File: src/rtl/alu_op_issuer.sv
`default_nettype none
// ============================================================================
// Module   : alu_op_issuer
// Brief    : Command front end for the 16-bit ALU result mux. It issues a
//            one-hot select, waits a settle time, then returns the captured
//            result and keeps it in an accumulator for chained commands.
// Revision : 1.0
// ============================================================================
module alu_op_issuer #(
    parameter int SETTLE_CYCLES = 1
) (
    input  logic        clk,
    input  logic        reset,
    input  logic        cmd_valid,
    output logic        cmd_ready,
    input  logic [3:0]  cmd_op,
    input  logic        cmd_use_acc,
    input  logic [15:0] cmd_a,
    input  logic [15:0] cmd_b,
    output logic [11:0] alu_sel,
    output logic [15:0] alu_a,
    output logic [15:0] alu_b,
    input  logic [15:0] alu_res,
    output logic        resp_valid,
    input  logic        resp_ready,
    output logic [15:0] resp_data,
    output logic        resp_err
);

    typedef enum logic [1:0] {
        IDLE = 2'd0,
        BUSY = 2'd1,
        RESP = 2'd2
    } state_t;

    localparam logic [3:0] SETTLE_LOAD = 4'(SETTLE_CYCLES - 1);
    localparam int         CLEAR_BIT   = 11;

    state_t      state;
    logic [3:0]  count;
    logic [15:0] acc;
    logic        op_legal;

    assign cmd_ready = (state == IDLE);
    assign op_legal  = (cmd_op < 4'd12);

    always_ff @(posedge clk or posedge reset) begin
        if (reset) begin
            state      <= IDLE;
            count      <= '0;
            acc        <= '0;
            alu_sel    <= '0;
            alu_a      <= '0;
            alu_b      <= '0;
            resp_valid <= 1'b0;
            resp_data  <= '0;
            resp_err   <= 1'b0;
        end else begin
            case (state)
                IDLE: begin
                    if (cmd_valid) begin
                        if (op_legal) begin
                            alu_sel <= 12'd1 << cmd_op;
                            alu_a   <= cmd_use_acc ? acc : cmd_a;
                            alu_b   <= cmd_b;
                            count   <= SETTLE_LOAD;
                            state   <= BUSY;
                        end else begin
                            // Illegal opcodes never touch the ALU or the accumulator.
                            resp_valid <= 1'b1;
                            resp_err   <= 1'b1;
                            resp_data  <= '0;
                            state      <= RESP;
                        end
                    end
                end
                BUSY: begin
                    if (count == 4'd0) begin
                        // CLEAR zeroes the result regardless of what the mux returns.
                        if (alu_sel[CLEAR_BIT]) begin
                            resp_data <= '0;
                            acc       <= '0;
                        end else begin
                            resp_data <= alu_res;
                            acc       <= alu_res;
                        end
                        resp_err   <= 1'b0;
                        resp_valid <= 1'b1;
                        alu_sel    <= '0;
                        state      <= RESP;
                    end else begin
                        count <= count - 4'd1;
                    end
                end
                RESP: begin
                    if (resp_ready) begin
                        resp_valid <= 1'b0;
                        state      <= IDLE;
                    end
                end
                default: begin
                    alu_sel    <= '0;
                    resp_valid <= 1'b0;
                    state      <= IDLE;
                end
            endcase
        end
    end

endmodule
`default_nettype wire

File: config.mk
export PLATFORM = sky130hd
export DESIGN_NAME = alu_op_issuer
export DESIGN_NICKNAME = d
export VERILOG_FILES = /design/src/rtl/alu_op_issuer.sv
export SDC_FILE = /design/constraint.sdc
export NUM_CORES = 1
export LEC_CHECK = 0
export CORE_ASPECT_RATIO = 1.75
export CORE_MARGIN = 4
export CORE_UTILIZATION = 35
export CTS_BUF_LIST = sky130_fd_sc_hd__clkbuf_4
export CTS_CLUSTER_SIZE = 28
export DETAILED_ROUTE_END_ITERATION = 12
export GPL_TIMING_DRIVEN = 0
export PLACE_DENSITY_LB_ADDON = 0.15
export SLEW_MARGIN = 20
export SYNTH_ARGS = -nofsm -noshare
export SYNTH_HDL_FRONTEND = slang
export SYNTH_SLANG_ARGS = --single-unit
export TNS_END_PERCENT = 10
File: constraint.sdc
create_clock -name clk -period 5.55 [get_ports clk]
set_input_delay 1.11 -clock clk [delete_from_list [all_inputs] [get_ports clk]]
set_output_delay 1.11 -clock clk [all_outputs]
set_load 0.03 [all_outputs]
# ---- Yosys cells after proc, flatten, opt, wreduce, memory -nomap -nowiden
# Index checks and enable logic that the tools add are counted.
dict set report op_classes {
  n_reduce_logical 10
  mux 26
  magnitude_cmp 1
  eq_ne 8
  bitwise 1
  addsub 1
  shifts 1
}
# operator n
set op_table {}
lappend op_table {{$mux W16} 5}
lappend op_table {{$mux W12} 3}
lappend op_table {{$pmux W12 S3} 1}
lappend op_table {{$pmux W16 S2} 1}
lappend op_table {{$reduce_and A4 Y1} 4}
lappend op_table {{$mux W4} 3}
lappend op_table {{$shl A1 B4 Y12 const A} 1}
lappend op_table {{$ne A2 B2 Y1 const B} 5}
lappend op_table {{$mux W2} 4}
lappend op_table {{$pmux W4 S2} 1}
lappend op_table {{$pmux W2 S3} 1}
lappend op_table {{$reduce_and A3 Y1} 2}
lappend op_table {{$mux W1} 5}
lappend op_table {{$logic_not A4 Y1} 1}
lappend op_table {{$lt A4 B4 Y1 const B} 1}
lappend op_table {{$sub A4 B1 Y4 const B} 1}
lappend op_table {{$pmux W1 S3} 1}
lappend op_table {{$eq A2 B1 Y1 const B} 1}
lappend op_table {{$eq A2 B2 Y1 const B} 1}
lappend op_table {{$logic_not A2 Y1} 1}
lappend op_table {{$ne A2 B1 Y1 const B} 1}
lappend op_table {{$pmux W1 S2} 1}
lappend op_table {{$reduce_and A2 Y1} 1}
lappend op_table {{$reduce_bool A2 Y1} 1}
lappend op_table {{$not A1 Y1} 1}
dict set report totals {
  ff_bits 84
  out_inout_bits 63
}

# ---- Depth between registers and ports, before layout
# Gate-level depths: netlist of the first run.
dict set report depth {
  depth_word 4
  mapped_depth 6
  ltp_nobuf 5
}

# ---- Worst setup path before layout of the first run
# No wires, ideal clock.
dict set report synth_timing {
  kind {in2reg}
  from {input port cmd_valid}
  to {register alu_sel[0]}
  cell_stages 5
  arrival_time_ns 2.194
  setup_slack_ns 3.231
  path_cell_list {clkbuf_8 and2b_1 o32a_4 buf_6 mux2_4}
}
dict set report synth_between {
  elab_chain_len 2
}
# element line
set synth_rtl {}
lappend synth_rtl {{start: declaration} 14} ;# input logic cmd_valid,
lappend synth_rtl {{$ne A2 B2 Y1 (no source line)} n/a}
lappend synth_rtl {{$reduce_and A4 Y1 (no source line)} n/a}
lappend synth_rtl {{end signal: assignment} 63} ;# alu_sel <= 12'd1 << cmd_op;
lappend synth_rtl {{end: declaration} 20} ;# output logic [11:0] alu_sel,
# No other way between the ends.
# A chain may end at the register's enable or synchronous reset.

# ---- Worst setup path in the final report of the first run
dict set report layout_timing {
  from {register state[1]}
  to {output port cmd_ready}
}
dict set report layout_between {
  elab_chain_len 1
}
# element line
set layout_rtl {}
lappend layout_rtl {{start: declaration} 39} ;# state_t state;
lappend layout_rtl {{start signal: assignment} 49} ;# state <= IDLE;
lappend layout_rtl {{start signal: assignment} 67} ;# state <= BUSY;
lappend layout_rtl {{start signal: assignment} 73} ;# state <= RESP;
lappend layout_rtl {{$logic_not A2 Y1} 44} ;# assign cmd_ready = (state == IDLE);
lappend layout_rtl {{end: declaration} 15} ;# output logic cmd_ready,
# No other way between the ends.

==> metrics, run 1 <==
vias in the first global route=around 3,000; top cells by area, synth=dfrtp_1, a22o_1, mux2i_1; Avg Synthesized Cell Area=about 13 um2; HP Class=reg2reg; CTS hold repair buffers=0; commonest cells after routing, fill and taps aside=clkdlybuf4s50_1, dfrtp_1, a22o_1; Rows=around 50; crit path launch=state[1]; die height=~140 um; EDFF count, synth=0; routability cong.=around 0.73; grt ovf=0; Routed WL=between 9000 and 10,000 um; Vias=around 2,700; Most used DFF post-synth=dfrtp_1; Total Routing Usage GR=15.61%; TritonCTS clock tree=built; FF+latch count, synth=84; Arr. time, crit path=about 2000 ps; Max rail drop VDD=roughly 0.23 mV; initial antenna violation count=0; final net count=473; Lkg Pwr=2.225 nW; post-synth top area share=a little under three fifths; Critical Path Slowest Stage Cell=clkdlybuf4s50_1; number of synthesis warnings=0; Clock transition at path regs=roughly 120 ps; Ports=between 100 and 150; cts bufs inserted=9; detailed-route DRC error count=0; Slew Limit Headroom=roughly 66%; crit-path cells=clkbuf_8 > buf_2 > nor2_1 > clkdlybuf4s50_1; RSZ-0062 raised after global routing=false; Starting DRT DRC Count=101; global-route wire length before repair=14,880 um; critical path capture point type=output port; largest net degree at the start of global routing=50; post-CTS sizing=0; outcome=complete, no violations; Tcrit/Tclk final=between 50% and 60%; Initial Util=35.76%; Final min period=about 3100 ps; commonest non-fill, non-tap cell in the layout=clkdlybuf4s50_1; Final ANT Viol Nets=0; Total Power=2.844 mW; ANT cells=0; TritonRoute pass-1 iters=4; largest area contributor in the netlist=dfrtp_1; CTS max path bufs=2; core area=~10,000 um2; Hold Fails Final Rpt=0; clock root buffer=clkbuf_4; Syn-to-layout area delta=40.94%; Max Clk Rate=between 0.3 and 0.4 GHz; CP Depth=4; ratio of cells with drive above 1 in the final layout=~14%; max cap viols=0; WP buf/inv=3; RR Endpoint=resp_data[1]; area of the mapped netlist=between 3000 and 4000 um2; vias per cell=5.024; register area share after synthesis=57.42%; RR Startpoint=count[0]; transition time of the tightest slew-check pin=roughly 500 ps; worst-path maximum fanout=10; Setup violations, final=0; max-slew violation count=0; PD cells=551.2 nW/um2; Synth Instances=285; IO buf count=about 120; dpl hpwl=approximately 7100 um; Setup Skew=roughly 15 ps; WL/cell=~17 um; critical path class=reg2out; Worst Setup EP=cmd_ready; R2R setup slack=about 3700 ps; die width=85.31 um; Worst path max stage delay=roughly 680 ps; family with the most delay on the worst path=buffers and inverters; total setup buffers inserted after CTS=0; Async SR Flop Fraction=100.0%; library cells used by synthesis=around 40; Non-Filler Instances=about 550; CP Launch Type=register; total nets after synthesis=~340; Num Clock Sinks=84; CTS H-Tree Depth=3; # placed instances=530; R2R cell count=6; WP data required=approximately 4400 ps; worst skew pair latency=440 ps; DIE AREA=approximately 12,000 um2; Setup TNS Final=0 ps
metal layers:
| metal | GRT usage [%] | up-vias | routed length [um] |
|---|---|---|---|
| li1 | - | 1303 | - |
| met1 | 17.97 | 1346 | 3696 |
| met2 | 27.09 | 83 | 4743 |
| met3 | 4.647 | 11 | 532 |
| met4 | 6.005 | 0 | 221 |
| met5 | 0 | - | 0 |
worst min path at each step:
stage,startpoint,end,slack (ps),cells past startpoint
final,resp_err,resp_err,510,1
after global routing,resp_data[6],resp_data[6],540,1
after CTS,resp_err,resp_err,520,1
after detailed placement,resp_data[7],resp_data[7],480,1
after global placement,alu_b[0],alu_b[0],480,1
after floorplan,acc[6],acc[6],470,2
flip-flops by register name, summed over array words and instances (netlist names):
signal / count
acc: 16
alu_a: 16
alu_b: 16
alu_sel: 12
count: 4
resp_data: 16
resp_err: 1
resp_valid: 1
state: 2
logic make-up after synthesis:
group / count (synthesis) / share of synthesized area [%]
fa+ha+maj: 2 / 0.6834
mux: 46 / 13.47
flops: 84 / 57.42
simple gates: 34 / 5.674
compound gates: 82 / 16.99
buf+inv: 37 / 5.776
worst register-to-register path: cells and delay by family, from the launching register on:
kind	cells	cell delay, ps
AO/OA/AOI/OAI	2	610
adder cells (fa/ha/maj)	1	250
buffers and inverters	2	400
flip-flops	1	360
AND/OR/NAND/NOR	1	230
layout make-up:
type                    instances  area [um2]
well taps                     127       158.9
clock inverters                 6       63.81
plain buffers                  22       155.1
inverters                      15       58.81
multi-input cells             164        1348
flip-flops and latches         84        2102
fillers                       960        5079
clock buffers                  10       75.07
repair buffers                118        1199
cell usage after synthesis, types with 3 or more instances:
master,number
clkbuf_8,4
inv_1,15
buf_2,8
o21ai_0,4
nor3b_1,5
a22o_1,31
a21oi_1,18
nand2_1,11
dfrtp_1,84
a31oi_1,16
clkbuf_1,7
mux2i_1,26
mux2_2,18
buf_6,3
stage by stage:
stage | instance area, um2 | util, % | hold WS [ps] | setup slack [ps]
finish | 5160 | 50.40 | 511.0 | 2495
detailed placement | 5021 | 49.04 | 480.5 | 2605
global route | 5160 | 50.40 | 539.9 | 2381
floorplan | 3661 | - | 470.1 | 2275
global placement | 4991 | 48.75 | 484.6 | 918.1
CTS | 5160 | 50.40 | 515.9 | 2443
where the power goes:
group          switching [mW]  internal, mW
logic                   0.821         0.683
registers               0.130         0.858
clock network           0.210         0.143
(Power assumes the default switching activity.)
==> run 2, diff against run 1 <==
- clock period: 5.55 -> 2.6 ns (I/O delays scaled with it)
==> metrics, run 2 (same netlist as run 1, synthesis figures left out) <==
global-route wire length before repair=15,170 um (was 14,880 um); TritonRoute pass-1 iters=4 (unchanged); final instance area=5149 um2 (was 5160 um2); outcome=complete, no violations (unchanged); WL/cell=17.01 um (was 16.84 um); post-CTS sizing=0 (unchanged); largest net degree at the start of global routing=31 (was 50); transition time of the tightest slew-check pin=657.5 ps (was 506.8 ps); Setup Skew=11.98 ps (was 15.43 ps); Final min period=2451 ps; WP data required=2080 ps (was 4440 ps); CTS H-Tree Depth=3 (unchanged); Routed WL=9320 um (was 9194 um); grt ovf=0 (unchanged); commonest non-fill, non-tap cell in the layout=clkdlybuf4s50_1 (unchanged); critical path class=reg2out (unchanged); DIE AREA=12,220 um2 (unchanged); PD cells=1160 nW/um2 (was 551.2 nW/um2); routability cong.=0.7217 (was 0.7315); Lkg Pwr=2.205 nW (was 2.225 nW); worst skew pair latency=420 ps (was 440 ps); Reg power frac=35.3% (was 34.7%); fill cell count=933 (was 960); Int Power=3.481 mW (was 1.684 mW); commonest cells after routing, fill and taps aside=clkdlybuf4s50_1, dfrtp_1, a22o_1 (unchanged); Max rail drop VDD=0.5025 mV (was 0.2327 mV); dpl hpwl=7297 um (was 7142 um); Rows=49 (unchanged); Setup violations, final=0 (unchanged); vias in the first global route=2,969 (was 3,007); Initial Util=35.76% (unchanged); Starting DRT DRC Count=125 (was 101); Gate power share=54.0% (was 52.9%); Vias=2,758 (was 2,743); Slew Limit Headroom=56.07% (was 66.11%); Clock transition at path regs=130 ps (was 120 ps); Net Switching=2.491 mW (was 1.161 mW); R2R cell count=6 (unchanged); core area=10,240 um2 (unchanged); die width=85.31 um (unchanged); CTS max path bufs=2 (unchanged); worst-path maximum fanout=10 (unchanged); max cap viols=0 (unchanged); CP Launch Type=register (unchanged); clock root buffer=clkbuf_4 (unchanged); vias per cell=5.033 (was 5.024); final net count=474 (was 473); detailed-route DRC error count=0 (unchanged); cts bufs inserted=9 (unchanged); Tcrit/Tclk final=between 90% and 100%; switch share=41.72% (was 40.81%); CTS hold repair buffers=0 (unchanged); ratio of cells with drive above 1 in the final layout=14.29% (was 14.32%); critical path capture point type=output port (unchanged); RSZ-0062 raised after global routing=false (unchanged); HP Class=in2reg (was reg2reg); Setup TNS Final=0 ps (unchanged); Arr. time, crit path=1930 ps (was 1950 ps); Ports=120 (unchanged); Final ANT Viol Nets=0 (unchanged); placed instance area=5035 um2 (was 5021 um2); Num Clock Sinks=84 (unchanged); die height=143.3 um (unchanged); Syn-to-layout area delta=40.64% (was 40.94%); clock share of power=10.7% (was 12.4%); initial antenna violation count=1 (was 0); IO buf count=117 (unchanged); total setup buffers inserted after CTS=0 (unchanged); Total Routing Usage GR=15.82% (was 15.61%); Max Clk Rate=a little over 0.4 GHz; max-slew violation count=0 (unchanged); TritonCTS clock tree=built (unchanged); Hold Fails Final Rpt=0 (unchanged); hold depth=3 (was 1)
[run 2: power groups by stage]
| stage | sequential, mW | clock [mW] | combinational, mW |
|---|---|---|---|
| after floorplan | 2.84 | 0 | 1.31 |
| after global placement | 2.12 | 0 | 3.22 |
| after detailed placement | 2.14 | 0 | 3.27 |
| after CTS | 2.12 | 0.674 | 3.28 |
| after global routing | 2.18 | 0.736 | 3.45 |
| final | 2.11 | 0.641 | 3.22 |
[run 2: layout make-up]
type	instances	area, um2	share of cell area [%]
inverter	15	60.06	1.166
clock inverter	7	43.79	0.8505
buffer	22	155.1	3.013
clock buffer	9	67.56	1.312
multi-input combinational	164	1348	26.17
timing repair buffer	119	1211	23.52
sequential	84	2102	40.83
tap	127	158.9	3.086
antenna	1	2.502	0.04860
[run 2: per-layer routing]
metal	vias to the layer above	GRT usage (%)	share of wire [%]
met5	-	0	0
met4	0	6.172	2.1
met3	16	4.073	5.1
met2	82	27.58	52
met1	1348	18.47	41
li1	1312	-	-
[run 2: final timing paths]
path                              start       endpoint  slack, ps
min                           cmd_valid      alu_a[15]        420
max                            state[1]      cmd_ready        150
max reg2reg                    count[0]  resp_data[15]        670
max in group asynchronous         reset       state[1]       1500
min in group asynchronous         reset      alu_b[10]        530
min reg2reg                resp_data[7]   resp_data[7]        520
[run 2: per-stage QoR]
step                      utilization [%]  worst slack [ps]  power (mW)  instances  hold WS, ps
after CTS                           50.26             90.97       6.068        547        385.5
after detailed placement            49.18             273.4       5.415        531        480.3
after global placement              48.78             156.5       5.342        529        486.1
after global routing                50.29             36.36       6.369        548        402.4
final                               50.29             149.0       5.972        548        421.5
after floorplan                         -             835.0       4.156        285        470.1
[run 2: worst max-delay path, stage by stage, from the launching register on]
cell,delay [ps]
dfrtp_1,390
clkbuf_8,160
buf_2,180
nor2_1,100
clkdlybuf4s50_1,680
==> run 3, diff against run 2 <==
- CTS_CLUSTER_DIAMETER: default -> 80
==> results of run 3 <==
Same layout as run 2: the final DEF is identical, and so are final timing and power.
